[config.mk]
export PLATFORM = sky130hd
export DESIGN_NAME = accel_frame_builder
export DESIGN_NICKNAME = d
export VERILOG_FILES = /design/src/rtl/fd_pkg.sv /design/src/rtl/fd_sat_counter.sv /design/src/rtl/accel_frame_builder.sv
export SDC_FILE = /design/constraint.sdc
export NUM_CORES = 1
export LEC_CHECK = 0
export ABC_AREA = 1
export ABC_CLOCK_PERIOD_IN_PS = 2000
export CORE_MARGIN = 5
export CORE_UTILIZATION = 55
export DETAILED_ROUTE_END_ITERATION = 16
export DONT_BUFFER_PORTS = 1
export GPL_ROUTABILITY_DRIVEN = 1
export PLACE_DENSITY_LB_ADDON = 0.1
export SKIP_CTS_REPAIR_TIMING = 1
export SYNTH_ARGS = -nofsm -noshare
export SYNTH_HDL_FRONTEND = slang
export SYNTH_SLANG_ARGS = --single-unit
[constraint.sdc]
create_clock -name clk -period 2 [get_ports clk]
set_clock_uncertainty 0.05 [all_clocks]
set_input_delay 0.1 -clock clk [delete_from_list [all_inputs] [get_ports clk]]
set_output_delay 0.1 -clock clk [all_outputs]
set_load 0.02 [all_outputs]
[src/rtl/fd_pkg.sv]
// Shared types for the fall-detection frame path.
// Sample order and frame builder state encoding.
package fd_pkg;

  typedef enum logic [1:0] {
    FILL,
    READY,
    RELEASE
  } frame_state_t;

  localparam int SAMPLE_W = 16;

  // Detector bit order: index 0 is the MSB
  typedef logic [0:SAMPLE_W-1] sample_t;

endpackage

[src/rtl/fd_sat_counter.sv]
// Saturating up-counter.
// Holds at all-ones instead of wrapping.
module fd_sat_counter
  import fd_pkg::*;
#(
  parameter int W = 8
) (
  input  logic         clk,
  input  logic         rst_n,
  input  logic         inc,
  output logic [W-1:0] cnt
);

  always_ff @(posedge clk) begin
    if (!rst_n) begin
      cnt <= '0;
    end else if (inc && (cnt != '1)) begin
      cnt <= cnt + 1'b1;
    end
  end

endmodule

[src/rtl/accel_frame_builder.sv]
// Collects accelerometer samples into a frame for the fall detector.
// Holds the frame under flag until done, then re-arms.
module accel_frame_builder
  import fd_pkg::*;
#(
  parameter int N_SAMPLES = 5,
  parameter int DW        = 16,
  parameter int TIMEOUT   = 64,
  parameter int DROP_W    = 8
) (
  input  logic              clk,
  input  logic              rst_n,
  input  logic              sample_valid,
  input  logic [DW-1:0]     sample_data,
  output logic              sample_ready,
  output logic              flag,
  output logic [0:DW-1]     data [N_SAMPLES],
  input  logic              done,
  output logic              timeout_err,
  output logic [DROP_W-1:0] drop_cnt
);

  localparam int IW = (N_SAMPLES > 1) ? $clog2(N_SAMPLES) : 1;
  localparam int TW = (TIMEOUT > 1) ? $clog2(TIMEOUT) : 1;
  localparam logic [IW-1:0] LAST_IDX = IW'(N_SAMPLES - 1);
  localparam logic [TW-1:0] TMO_LAST = TW'(TIMEOUT - 1);

  frame_state_t  state;
  frame_state_t  state_nxt;
  logic [IW-1:0] wr_idx;
  logic [IW-1:0] wr_idx_nxt;
  logic [TW-1:0] tmo;
  logic [TW-1:0] tmo_nxt;
  logic          tmo_err_nxt;
  logic          take;

  always_comb begin
    state_nxt    = state;
    wr_idx_nxt   = wr_idx;
    tmo_nxt      = tmo;
    tmo_err_nxt  = 1'b0;
    take         = 1'b0;
    sample_ready = 1'b0;
    flag         = 1'b0;
    unique case (state)
      FILL: begin
        sample_ready = 1'b1;
        take         = sample_valid;
        if (sample_valid) begin
          if (wr_idx == LAST_IDX) begin
            state_nxt  = READY;
            wr_idx_nxt = '0;
            tmo_nxt    = '0;
          end else begin
            wr_idx_nxt = wr_idx + 1'b1;
          end
        end
      end
      READY: begin
        flag    = 1'b1;
        tmo_nxt = tmo + 1'b1;
        // done outranks an expiry landing on the same cycle
        if (done) begin
          state_nxt = RELEASE;
        end else if (tmo == TMO_LAST) begin
          state_nxt   = RELEASE;
          tmo_err_nxt = 1'b1;
        end
      end
      RELEASE: begin
        // wait out a held done level so it cannot retrigger
        if (!done) begin
          state_nxt  = FILL;
          wr_idx_nxt = '0;
          tmo_nxt    = '0;
        end
      end
      default: begin
        state_nxt = FILL;
      end
    endcase
  end

  always_ff @(posedge clk) begin
    if (!rst_n) begin
      state       <= FILL;
      wr_idx      <= '0;
      tmo         <= '0;
      timeout_err <= 1'b0;
      for (int i = 0; i < N_SAMPLES; i++) begin
        data[i] <= '0;
      end
    end else begin
      state       <= state_nxt;
      wr_idx      <= wr_idx_nxt;
      tmo         <= tmo_nxt;
      timeout_err <= tmo_err_nxt;
      // [0:DW-1] range puts sample MSB at index 0
      if (take) begin
        data[wr_idx] <= sample_data;
      end
    end
  end

  fd_sat_counter #(
    .W(DROP_W)
  ) u_drop (
    .clk  (clk),
    .rst_n(rst_n),
    .inc  (sample_valid & ~sample_ready),
    .cnt  (drop_cnt)
  );

endmodule

* Yosys cells after proc, flatten, opt, wreduce, memory -nomap -nowiden
Cells that the tools add are included.
** Word-level totals
- Flip-flop bits (word level) :: 100
- Word-level logic and storage cells :: 59
** Cells by class
- Bitwise operators :: 5
- Multiplexer cells :: 21
- Equality and inequality tests :: 9
- $add $sub $neg :: 3
- Reductions and logical operators :: 9
- $lt $le $gt $ge :: 2
** Operator list (number)
- 80-bit bitwise mux :: 1
- 16-bit demux with 3-bit select :: 1
- 6-bit 2-to-1 mux :: 3
- 6-bit case mux with 3 select lines :: 1
- 16-bit 2-to-1 mux :: 1
- 2-bit 2-to-1 mux :: 5
- 3-bit 2-to-1 mux :: 3
- 8-bit by 1-bit adder with 8-bit output, second input constant :: 1
- 8-bit != test, second input constant :: 1
- 4-bit AND reduction :: 2
- 6-bit by 1-bit adder with 6-bit output, second input constant :: 1
- 6-bit equality test, second input constant :: 1
- 2-bit != test, second input constant :: 3
- 2-bit case mux with 3 select lines :: 1
- 3-bit case mux with 2 select lines :: 1
- 4-bit greater-or-equal comparator, second input constant :: 1
- 4-bit by 1-bit less-than comparator with 1-bit output, second input constant :: 1
- 1-bit 2-to-1 mux :: 4
- 3-bit inverter with 4-bit output :: 1
- 3-bit by 1-bit adder with 3-bit output, second input constant :: 1
- 3-bit equality test, second input constant :: 1
- 3-bit != test, second input constant :: 1
- 1-bit inverter :: 3
- 3-bit AND reduction :: 1
- 8 further kinds :: 9

* Depth between registers and ports, before layout
- Word-level depth :: 6
- Gate-level depth with buffers :: 8

* By module
Synthesis repeated with hierarchy kept, for this count alone.
** Second synthesis, totals
- Cell total of the unflattened synthesis :: 530
- Area total of the unflattened synthesis :: 4144.0 um^2
** By module, submodules not included
- accel_frame_builder :: area each 3647.2 um^2, cells an instance 454, instances 1
- fd_sat_counter :: area each 496.7 um^2, cells an instance 76, instances 1

* Worst setup path after synthesis
OpenSTA, ideal clock, no wires.
- Path type :: register -> register
- From :: register u_drop.cnt[1]
- To :: register u_drop.cnt[4]
- Path buffers :: 0
- Clock period less this slack :: 1546 ps
- Cell stages (with the launch flop) :: 9
- Setup time :: 132 ps
- Arrival time :: 1363 ps
- Path slack :: 454 ps
- Cell sequence :: dfxtp_1 ha_1 inv_1 nor2_1 nand2_1 nand2_1 inv_1 nand2_1 a21oi_1
** On the way
- Word-level cells in the longest chain between the ends :: 2
- Elaborated cells on any way between the ends :: 3
- Classes of those cells :: 1 x add/sub; 1 x eq/ne; 1 x reduce/logical
** RTL lines
- start: declaration :: line fd_sat_counter.sv:11 : output logic [W-1:0] cnt
- start signal: assignment :: line fd_sat_counter.sv:18 : cnt <= cnt + 1'b1;
- parallel branches: the longest is 2 deep, another holds 8-bit by 1-bit adder with 8-bit output
Parallel ways; which one is timed is not known.
A chain may end at the register's enable or synchronous reset.

* Final worst setup path
- From :: register state[1]
- To :: register data[46] (netlist name)
** On the way
- Word-level cells in the longest chain between the ends :: 2
** RTL lines
- start: declaration :: line accel_frame_builder.sv:28 : frame_state_t state;
- start signal: assignment :: line accel_frame_builder.sv:94 : state <= state_nxt;
- 2-bit logical NOT :: line accel_frame_builder.sv:45 : unique case (state)
- 1-bit 2-to-1 mux :: line accel_frame_builder.sv:45
- end signal: indexed assignment :: line accel_frame_builder.sv:100 : data[wr_idx] <= sample_data;
- end: declaration :: line accel_frame_builder.sv:17 : output logic [0:DW-1] data [N_SAMPLES],
No other way between the ends.

==> results.yml <==
logic_synthesis:
  yosysMostFrequentCell: "nor2_1"
  netlist_top_cells_area: "dfxtp_1 52%, nor2_1 18%, o21ai_0 11%"
  synth-xor-area-share_pct: 1.143
  synthArstFlopShare_pct: 0
  yosys.area_share.simple_pct: 27.02
  seq_area_frac_synth_pct: 52.27
  yosysTopAreaCellShare_pct: 52.27
  synth_adder_area_share_pct: 1.307
  synth_seq_cells: 100
  synth_compound_area_share_pct: 12.87
  synth_top_family_by_area: "simple AND/OR/NAND/NOR gates"
  synth_common_cells: "183 x nor2_1, 100 x dfxtp_1, 85 x o21ai_0, 48 x nand2_1"
  synth.area.mux_share_pct: 0
  ys.flop_type: "dfxtp_1"
  synth_edf_count: 0
  yosys.area.top_type: "dfxtp_1"
  synth_fp_nets: 538
  yosys_warnings: 0
  syn_area_per_cell_um2: 7.451
  yosysUniqueCellTypes: 22
  synth_cells: 514
  synth_area_um2: 3830
worst_setup_path:
  path_class: "reg2reg"
  cp_data_arrival_time_ns: 2.00
  critical_path_peak_fanout: 17
  cp_data_required_time_ns: 2.25
  cp-end-kind: "flop"
  worst_setup_path_start_kind: "flop"
cells_and_area:
  drive_above_1_share_pct: 7.222
  syn_to_final_growth_pct: 13.10
  antenna_cells: 0
  layout.nets: 559
  stdcell_area_um2: 4332
sta:
  rsz0062_at_grt: "false"
  setup_viol: 0
  fin_tns_setup_ns: 0
  report.final.slew_viol_count: 0
  fin_crit_sh_pct: 87.11
  period_needed_ns: 1.742
  max_freq_mhz: 574.0
  fin_ws_ns: 0.2577
  hold_violations: 0
  holdWs_ns: 0.03246
  tightest_slew_ns: 0.3841
  slew_headroom_pct: 74.24
grt:
  grt_usage_pct: 21.55
  grt_pass1_vias: 2895
  gr-total-overflow: 0
  grt_max_degree: 89
  grt_pass1_wl_um: 14810
  grt_antenna_before_repair: 0
placement:
  dp_slack_ns: 0.2629
  place.gp.congestion: 0.8118
  placed_cell_area_um2: 3935
  dpl.hpwl_um: 6661
  io_buffers: 0
drt:
  routedWlPerCell_um: 15.00
  wl_um: 9540
  route.met2.wl_um: 4540
  m1WireLength_um: 3910
  route.detailed.drc: 0
  top_layer: "met4"
  drt_iter0_drc: 134
  ant_nets: 0
  wl_met3_um: 936
  drt_first_pass_iters: 4
  vias_per_cell: 5.247
  route.vias.total: 3337
pwr:
  power.internal_mw: 2.859
  p_sw_mw: 1.212
  power_leakage_nw: 1.704
  p_comb_share_pct: 10.2
  clock_power_share_pct: 31.8
  seq_power_share_pct: 58.1
  swShare_pct: 29.78
  p_per_area_nw_per_um2: 939.9
  ir_drop_v: 0.0003832
clocking:
  clk_pin_slew_ns: 0.09
  cts.sinks: 100
  cts_tree: "yes"
  clkLatencyLatePin_ns: 0.36
  root_buffer: "clkbuf_8"
  cts_htree_levels: 3
  clockBufferDepth: 2
  cts_buffers: 9
die:
  fp.dieH_um: 93.45
  ioPinCount: 111
  initial_utilization_pct: 56.37
  core-area_um2: 6794
  dieWidth_um: 93.45
  design.die.area_um2: 8732
  rows: 30
job:
  cap_violations: 0
worst_hold_path:
  hold_path_class: "in2reg"
status:
  status: "finished clean"
-- flip-flops by register name, summed over array words and instances, names as in the netlist --
| name | flops |
|---|---|
| data | 80 |
| state | 2 |
| timeout_err | 1 |
| tmo | 6 |
| u_drop.cnt | 8 |
| wr_idx | 3 |
-- cell usage in the layout, fill, tap and decap left out, drive strengths merged --
master and count:
nor2 184, dfxtp 100, o21ai 85, nand2 48, inv 28, nand3 22, dlygate4sd3 17, buf 13
a21oi 12, clkbuf 10, xor2 4, ha 4, or2 2, nand4 2, clkinvlp 2, clkinv 2
a21o 1, nor3 1, xnor2 1, nor4 1, bufinv 1
-- cells by family after synthesis --
kind of cell,count (synthesis)
fa+ha+maj,4
xor+xnor,5
flops,100
buf+inv,47
simple gates,260
compound gates,98
-- critical path: stages, from the launching register on --
cell and delay, ns:
dfxtp_1 0.36, nor2_4 0.25, nand2_1 0.12, inv_2 0.11
nand3_2 0.26, inv_2 0.34, nor2_1 0.08, nor2_1 0.11
-- path summary, 6_finish.rpt --
path	startpoint	to	slack, ns	cells after the start
worst min-delay path	rst_n	tmo[4]	0.03	2
worst max-delay path	state[1]	data[46]	0.26	7
worst min register to register	tmo[1]	tmo[1]	0.47	2
worst max register to register	state[1]	data[46]	0.26	7
-- cell type report --
class | instances | area (um2)
clock buffer | 10 | 127.6
clock inverter | 6 | 71.32
fill | 625 | 2462
inverter | 27 | 101.3
multi-input combinational | 367 | 1622
sequential | 100 | 2002
tap | 96 | 120.1
timing repair buffer | 30 | 287.8
-- stage by stage --
step,utilization [%],total power [mW],instances
floorplan,-,2.681,514
global placement,57.92,2.740,602
detailed placement,57.92,2.757,602
CTS,60.85,4.035,618
global route,63.76,4.267,636
finish,63.76,4.072,636
-- per-layer routing --
layer  track usage, %  up-vias
met5                0        -
met4            7.937        0
met3            7.562       12
met2            34.84      115
met1            26.39     1520
li1                 -     1690
-- power by group through the flow --
| stage | sequential [mW] | clock [mW] | combinational (mW) |
|---|---|---|---|
| final | 2.36 | 1.29 | 0.414 |
| after global routing | 2.38 | 1.41 | 0.479 |
| after CTS | 2.37 | 1.32 | 0.343 |
| after detailed placement | 2.42 | 0 | 0.342 |
| after global placement | 2.41 | 0 | 0.329 |
| after floorplan | 2.38 | 0 | 0.305 |
Power figures use the tool's default switching activity.
